$ cat src/rtl/blood_abnormality_monitor.sv
// Multi-channel blood pH abnormality monitor: per-channel classification, persistence-filtered
// alarm, sticky alarm latch with acknowledge, and a saturating alarm-event counter.
module blood_abnormality_monitor #(
    parameter int         NUM_CH     = 2,
    parameter logic [7:0] CLASS_MASK = 8'b1010_1010,
    parameter int         P_LOW      = 7,
    parameter int         P_HIGH     = 11,
    parameter int         Q_LOW      = 5,
    parameter int         Q_HIGH     = 9,
    parameter int         PERSIST    = 3,
    parameter int         CLEAR      = 2,
    parameter int         CNT_W      = 8
) (
    input  logic                    clk,
    input  logic                    rstN,
    input  logic [NUM_CH-1:0]       sampleValid,
    input  logic [4*NUM_CH-1:0]     bloodPH,
    input  logic [3*NUM_CH-1:0]     bloodType,
    input  logic [NUM_CH-1:0]       alarmAck,
    output logic [NUM_CH-1:0]       bloodAbnormality,
    output logic [NUM_CH-1:0]       alarm,
    output logic [NUM_CH-1:0]       alarmLatched,
    output logic                    anyAlarm,
    output logic [CNT_W*NUM_CH-1:0] eventCount
);

    typedef enum logic [1:0] {
        ST_NORMAL,
        ST_SUSPECT,
        ST_ALARM,
        ST_RECOVER
    } state_t;

    localparam logic [3:0] P_LO_C    = 4'(P_LOW);
    localparam logic [3:0] P_HI_C    = 4'(P_HIGH);
    localparam logic [3:0] Q_LO_C    = 4'(Q_LOW);
    localparam logic [3:0] Q_HI_C    = 4'(Q_HIGH);
    localparam logic [3:0] PERSIST_C = 4'(PERSIST);
    localparam logic [3:0] CLEAR_C   = 4'(CLEAR);

    state_t                    state_q [NUM_CH];
    state_t                    state_d [NUM_CH];
    logic   [3:0]              run_q   [NUM_CH];
    logic   [3:0]              run_d   [NUM_CH];
    logic   [NUM_CH-1:0]       abn;
    logic   [NUM_CH-1:0]       abn_q, abn_d;
    logic   [NUM_CH-1:0]       alarm_q, alarm_d;
    logic   [NUM_CH-1:0]       latched_q, latched_d;
    logic   [NUM_CH-1:0]       rise;
    logic                      any_q;
    logic   [CNT_W*NUM_CH-1:0] cnt_q, cnt_d;

    function automatic logic classify(input logic [3:0] ph, input logic [2:0] bt);
        if (CLASS_MASK[bt]) return (ph < Q_LO_C) || (ph > Q_HI_C);
        return (ph < P_LO_C) || (ph > P_HI_C);
    endfunction

    function automatic logic [CNT_W-1:0] sat_inc(input logic [CNT_W-1:0] v);
        return (v == {CNT_W{1'b1}}) ? v : v + 1'b1;
    endfunction

    always_comb begin
        abn       = '0;
        abn_d     = abn_q;
        alarm_d   = '0;
        latched_d = '0;
        rise      = '0;
        cnt_d     = cnt_q;
        for (int c = 0; c < NUM_CH; c++) begin
            abn[c]     = classify(bloodPH[4*c +: 4], bloodType[3*c +: 3]);
            state_d[c] = state_q[c];
            run_d[c]   = run_q[c];
            if (sampleValid[c]) begin
                abn_d[c] = abn[c];
                unique case (state_q[c])
                    ST_NORMAL: begin
                        if (abn[c]) begin
                            run_d[c]   = 4'd1;
                            state_d[c] = (PERSIST == 1) ? ST_ALARM : ST_SUSPECT;
                        end else begin
                            run_d[c] = 4'd0;
                        end
                    end
                    ST_SUSPECT: begin
                        if (!abn[c]) begin
                            state_d[c] = ST_NORMAL;
                            run_d[c]   = 4'd0;
                        end else if (run_q[c] + 4'd1 == PERSIST_C) begin
                            state_d[c] = ST_ALARM;
                            run_d[c]   = 4'd0;
                        end else begin
                            run_d[c] = run_q[c] + 4'd1;
                        end
                    end
                    ST_ALARM: begin
                        if (!abn[c]) begin
                            run_d[c]   = 4'd1;
                            state_d[c] = (CLEAR == 1) ? ST_NORMAL : ST_RECOVER;
                        end else begin
                            run_d[c] = 4'd0;
                        end
                    end
                    default: begin
                        if (abn[c]) begin
                            state_d[c] = ST_ALARM;
                            run_d[c]   = 4'd0;
                        end else if (run_q[c] + 4'd1 == CLEAR_C) begin
                            state_d[c] = ST_NORMAL;
                            run_d[c]   = 4'd0;
                        end else begin
                            run_d[c] = run_q[c] + 4'd1;
                        end
                    end
                endcase
            end
            alarm_d[c] = (state_d[c] == ST_ALARM) || (state_d[c] == ST_RECOVER);
            // A new rising edge wins over a simultaneous acknowledge.
            rise[c]      = alarm_d[c] & ~alarm_q[c];
            latched_d[c] = rise[c] | (latched_q[c] & ~alarmAck[c]);
            if (rise[c]) cnt_d[CNT_W*c +: CNT_W] = sat_inc(cnt_q[CNT_W*c +: CNT_W]);
        end
    end

    always_ff @(posedge clk) begin
        if (!rstN) begin
            for (int c = 0; c < NUM_CH; c++) begin
                state_q[c] <= ST_NORMAL;
                run_q[c]   <= 4'd0;
            end
            abn_q     <= '0;
            alarm_q   <= '0;
            latched_q <= '0;
            any_q     <= 1'b0;
            cnt_q     <= '0;
        end else begin
            for (int c = 0; c < NUM_CH; c++) begin
                state_q[c] <= state_d[c];
                run_q[c]   <= run_d[c];
            end
            abn_q     <= abn_d;
            alarm_q   <= alarm_d;
            latched_q <= latched_d;
            any_q     <= |alarm_d;
            cnt_q     <= cnt_d;
        end
    end

    assign bloodAbnormality = abn_q;
    assign alarm            = alarm_q;
    assign alarmLatched     = latched_q;
    assign anyAlarm         = any_q;
    assign eventCount       = cnt_q;

endmodule

$ cat config.mk
export PLATFORM = sky130hd
export DESIGN_NAME = blood_abnormality_monitor
export DESIGN_NICKNAME = d
export VERILOG_FILES = /design/src/rtl/blood_abnormality_monitor.sv
export SDC_FILE = /design/constraint.sdc
export NUM_CORES = 1
export LEC_CHECK = 0
export ABC_AREA = 1
export CORE_UTILIZATION = 35
export DETAILED_ROUTE_END_ITERATION = 8
export DONT_BUFFER_PORTS = 1
export PLACE_DENSITY = 0.59
export REMOVE_ABC_BUFFERS = 1
export SLEW_MARGIN = 15
export SYNTH_ARGS = -nofsm -noshare
export SYNTH_HDL_FRONTEND = slang
export SYNTH_SLANG_ARGS = --single-unit
$ cat constraint.sdc
create_clock -name clk -period 1.5 [get_ports clk]
set_input_delay 0.075 -clock clk [delete_from_list [all_inputs] [get_ports clk]]
set_output_delay 0.075 -clock clk [all_outputs]
set_load 0.01 [all_outputs]
==> results of run 1 <==
-- where the power goes --
group          leakage (nW)  switching (mW)  internal [mW]  total, mW
Sequential            0.287          0.0219          0.947      0.969
Combinational         0.790           0.120         0.0873      0.208
Clock                0.0581           0.369          0.495      0.864
-- cell families (layout without fill, tap and decap cells) --
logic type / after synthesis / count (layout) / share of synthesized area
buffers and inverters: 40 / 88 / 0.0820
adders and majority gates: 8 / 8 / 0.0509
xor gates and xnor gates: 15 / 15 / 0.0668
and+or+nand+nor: 131 / 133 / 0.334
AOI/OAI and AO/OA: 39 / 40 / 0.110
DFF: 35 / 35 / 0.356
-- cells in the final DEF, fill, tap and decap left out, types with 5 or more instances in the layout --
master | Yosys | final
nand2_1 | 57 | 49
buf_4 | 1 | 30
dfxtp_1 | 35 | 29
inv_1 | 30 | 28
a21oi_1 | 25 | 23
nand4_1 | 20 | 20
nor2_1 | 16 | 16
nand3_1 | 19 | 16
nand2_2 | 3 | 11
xor2_1 | 7 | 7
dlygate4sd3_1 | 0 | 7
o21ai_0 | 7 | 6
xnor2_1 | 8 | 6
buf_6 | 1 | 6
inv_2 | 3 | 5
clkbuf_8 | 0 | 5
dfxtp_2 | 0 | 5
-- worst paths after layout --
path	start	end	slack, ns
setup / recovery	run_q[0][4]	anyAlarm	-0.14
hold / removal	sampleValid[1]	run_q[0][5]	0.09
setup reg to reg	run_q[0][4]	anyAlarm	-0.14
hold reg to reg	run_q[0][7]	run_q[0][7]	0.49
-- worst max-delay path: stages (launching register included) --
cell     delay, ns
dfxtp_2       0.37
buf_6         0.14
nand3_2       0.07
nand2_2       0.08
nand2_2       0.08
nand3_1       0.14
nor3_1        0.07
buf_4         0.15
a21oi_4       0.19
inv_2         0.06
a21oi_1       0.20
-- through the flow --
step,power [mW],setup WS (ns),instance area (um^2),hold slack [ns]
2_1_floorplan,1.09,-0.0656,1940,0.168
6_report,2.04,-0.140,2730,0.0869
3_3_place_gp,1.13,-0.207,2250,0.170
5_1_grt,2.13,-0.239,2730,0.105
4_1_cts,2.04,-0.0782,2600,-0.116
3_5_place_dp,1.14,-0.233,2250,0.173
-- registers in the layout, summed over array words and instances, names as in the netlist --
signal / count
eventCount: 16
run_q: 8
state_q: 4
alarmLatched: 2
alarm: 2
bloodAbnormality: 2
anyAlarm: 1
-- final cells by class --
| type | instances | area, um^2 |
|---|---|---|
| fill | 515 | 2540 |
| multi-input combinational | 196 | 1310 |
| sequential | 35 | 711 |
| timing repair buffer | 44 | 375 |
| inverter | 36 | 135 |
| tap | 70 | 87.6 |
| clock buffer | 5 | 68.8 |
| clock inverter | 3 | 43.8 |
-- metal layers --
layer,GRT usage,up-vias
met5,0,-
met3,0.0512,11
met4,0.0755,0
li1,-,999
met2,0.299,53
met1,0.196,932
-- repair_timing --
item,4_1_cts,5_1_grt
buffers inserted,4,3
cloned,2,1
pin swaps,7,18
endpoints found under the setup margin,27,29
gates resized for setup,30,19
endpoints found under the hold margin,12,4
hold buffers,7,1
==> flow_summary.json, run 1 <==
{
  "htree_num_levels": 2,
  "gr-usage-all-layers": 0.173,
  "netlist_top_cells_count": "nand2_1 (57), dfxtp_1 (35), inv_1 (30)",
  "setup.worst_path.start_class": "flip-flop",
  "yosysMostFrequentCell": "nand2_1",
  "required_ns": 1.70,
  "clock_latency_ns": 0.29,
  "timing.final.ws_setup_ns": -0.140,
  "cp.arrival_ns": 1.84,
  "fin_cells": 389,
  "worstMarginPinSlew_ns": 0.510,
  "antenna_found_initial": 0,
  "syn_area_per_cell_um2": 7.34,
  "rsz0062_at_grt": "true",
  "syn_area_um2": 1970,
  "areaGrowthSynthToFinish_pct": 38.6,
  "initial_utilization": 0.373,
  "power_leakage_nw": 1.14,
  "fin_worst_skew_ns": 0.00784,
  "top_layer": "met4",
  "synth-seq-cells": 35,
  "met1_length_um": 2200,
  "gp_congestion": 0.757,
  "die-area_um2": 5930,
  "drt_pass1_iterations": 4,
  "yosys_most_used_dff": "dfxtp_1",
  "nets": 346,
  "p_per_area_nw_per_um2": 748,
  "place_inst": 363,
  "relSlewSlack": 0.660,
  "violations": "setup timing",
  "via_count": 1995,
  "core-area_um2": 5270,
  "rows": 26,
  "cts-root-buf": "clkbuf_8",
  "synth_area_leaders": "dfxtp_1 (36%), nand2_1 (11%), a21oi_1 (6.4%)",
  "hpwlAfterDp_um": 3160,
  "vdd_drop_max_mv": 0.394,
  "maxCapViolCount": 0,
  "drive_above_1_share": 0.295,
  "yosysSeqAreaShare": 0.356,
  "die_h_um": 77.0,
  "clock-sinks": 35,
  "yosys.area.top_type": "dfxtp_1",
  "end_kind": "flip-flop",
  "status": "finished, violations left",
  "min_period_ns": 1.64,
  "final-hold-violation-count": 0,
  "clk_path_buf_depth": 2,
  "clock.fmax_mhz": 610,
  "routedWlPerCell_um": 13.5,
  "fin_setup_tns_ns": -1.70,
  "report.final.slew_viol_count": 0,
  "grt_first_pass_wirelength_um": 8280,
  "dr_wl_met2_um": 2640,
  "antennaDiodeCount": 0,
  "hold_class": "primary input to flip-flop",
  "die_w_um": 77.0,
  "ios": 43,
  "vias_per_cell": 5.13,
  "synth_top_area_share": 0.356,
  "cts_buffers": 5,
  "ant_nets": 0,
  "drtIter0Drc": 111,
  "synth_edf_count": 0,
  "async_flop_share": 0,
  "cts_tree": "yes",
  "hold_path_depth": 3,
  "critical_path_class": "flip-flop to flip-flop",
  "grt_overflow_total": 0,
  "grt_max_degree": 29,
  "drc": 0,
  "synth_cell_types": 33,
  "routed_wl_um": 5240,
  "period_share": 1.09,
  "clkSlewWorstSetupHoldPaths_ns": 0.08,
  "finalSetupViolCount": 22,
  "synthCells": 268,
  "grt_pass1_vias": 1882,
  "worstPathMaxFanout": 6,
  "wl_met3_um": 292,
  "port_buffers": 0,
  "ff2ff_path_depth": 10,
  "final_core_util": 0.518,
  "yosysWarnings": 0
}
Note: power is estimated with default switching activity, not from simulation.
==> inputs of run 2 (changes only) <==
Settings changed: PLACE_DENSITY 0.59 to 0.57.
Clock period 1.5 ns to 1.85 ns, I/O delays scaled along.
==> run 2 against run 1 <==
Compared with the run above:
- the run now ends clean
- routed wire length decreased by 16%
- via count decreased by 10%
- first-iteration DRC count decreased by 33%
- sequential share of layout area increased by 4.1 points
- count of clock-buffer cells in the layout increased by 2
- worst setup slack improved by 0.32 ns
- maximum frequency decreased by 1.9%
- global-route usage decreased by 1.7 points
- clock power decreased by 38%
- sequential power decreased by 19%
==> flow_summary.json, run 2 (same netlist as run 1, synthesis figures left out) <==
{
  "grt_max_degree": 29,
  "hold_class": "primary input to flip-flop",
  "clkSlewWorstSetupHoldPaths_ns": 0.07,
  "critical_path_class": "flip-flop to flip-flop",
  "core-area_um2": 5270,
  "drive_above_1_share": 0.142,
  "fin_worst_skew_ns": 0.00558,
  "rows": 26,
  "rsz0062_at_grt": "false",
  "maxCapViolCount": 0,
  "gr-usage-all-layers": 0.156,
  "drtIter0Drc": 74,
  "drt_pass1_iterations": 4,
  "clk_path_buf_depth": 2,
  "ios": 43,
  "cts-root-buf": "clkbuf_8",
  "initial_utilization": 0.373,
  "end_kind": "flip-flop",
  "layout_common_cells": "nand2_1 (57), dfxtp_1 (35), inv_1 (30), a21oi_1 (25), nand4_1 (20)",
  "nFillCells": 558,
  "nets": 322,
  "clock-sinks": 35,
  "routedWlPerCell_um": 12.0,
  "grt_overflow_total": 0,
  "finalSetupViolCount": 0,
  "antenna_found_initial": 0,
  "final-hold-violation-count": 0,
  "worstMarginPinSlew_ns": 0.481,
  "vias_per_cell": 4.90,
  "htree_num_levels": 2,
  "cts_buffers": 5,
  "clock_latency_ns": 0.28,
  "layout_commonest_cell": "nand2_1",
  "vdd_drop_max_mv": 0.236,
  "die-area_um2": 5930,
  "report.final.slew_viol_count": 0,
  "antennaDiodeCount": 0,
  "worstPathMaxFanout": 9,
  "relSlewSlack": 0.679,
  "largest_register_ffs": 16,
  "areaGrowthSynthToFinish_pct": 18.0,
  "clock.fmax_mhz": 598,
  "port_buffers": 0,
  "gp_congestion": 0.818,
  "p_per_area_nw_per_um2": 624,
  "cp.arrival_ns": 1.88,
  "die_w_um": 77.0,
  "min_period_ns": 1.67,
  "setup.worst_path.start_class": "flip-flop",
  "routed_wl_um": 4390,
  "power_leakage_nw": 0.978,
  "period_share": 0.904,
  "die_h_um": 77.0,
  "power_mw": 1.45,
  "hpwlAfterDp_um": 3100,
  "fin_setup_tns_ns": 0,
  "status": "completed",
  "required_ns": 2.06,
  "drc": 0,
  "ant_nets": 0,
  "grt_pass1_vias": 1746,
  "via_count": 1788,
  "grt_first_pass_wirelength_um": 7530,
  "cts_tree": "yes"
}
==> run 2: cell types whose count changed in the layout (fill, tap and decap cells not counted), moves of 3 or more <==
cell,previous run,this run
buf_4,30,17
buf_6,6,0
dfxtp_1,29,35
dfxtp_2,5,0
ha_1,4,8
nand2_1,49,57
nand2_2,11,3
nand3_1,16,19
==> run 2: critical path: stages (launching register included) <==
cell,delay (ns)
dfxtp_1,0.32
ha_1,0.23
xnor2_2,0.18
nand3_1,0.12
nand2_1,0.10
nand3_2,0.10
a21oi_4,0.28
nand4_1,0.12
a21oi_1,0.16
==> run 2: metal layers <==
metal  global-route usage  share of wire
met3               0.0393          0.041
met2                0.268           0.48
met5                    0              0
met1                0.187           0.47
met4               0.0566          0.010
==> run 2: timing repair <==
item,in CTS,in global routing
hold endpoints to repair,10,0
buffers inserted,0,2
setup endpoints to repair,0,18
gates resized for setup,0,3
hold buffers,6,0
==> run 2: cell type report <==
type | instances | area [um^2] | share of cell area
repair buffers | 23 | 188 | 0.0808
clock buffers | 7 | 76.3 | 0.0329
clock inverters | 1 | 5.00 | 0.00216
inverters | 36 | 135 | 0.0582
flip-flops and latches | 35 | 701 | 0.302
multi-input cells | 193 | 1130 | 0.487
well taps | 70 | 87.6 | 0.0377
==> run 2: per-stage QoR <==
step	hold slack, ns	worst slack [ns]	area, um^2	util	instances
global route	0.0172	0.00950	2320	0.441	365
global placement	0.188	0.112	2140	0.406	349
CTS	0.00389	0.0619	2280	0.433	363
finish	0.00855	0.178	2320	0.441	365
detailed placement	0.190	0.0765	2140	0.406	349
floorplan	0.186	0.284	1940	-	264
==> run 2: power breakdown <==
| part | switching [mW] | internal, mW |
|---|---|---|
| sequential | 0.0139 | 0.767 |
| combinational | 0.0793 | 0.0503 |
| clock | 0.273 | 0.264 |
==> run 2: path summary, 6_finish.rpt <==
path | start | end | slack, ns | depth (start not counted)
setup reg to reg | run_q[0][4] | eventCount[11] | 0.18 | 8
setup / recovery | run_q[0][4] | eventCount[11] | 0.18 | 8
hold reg to reg | run_q[0][7] | run_q[0][7] | 0.49 | 2
hold / removal | sampleValid[1] | run_q[0][4] | 0.009 | 2
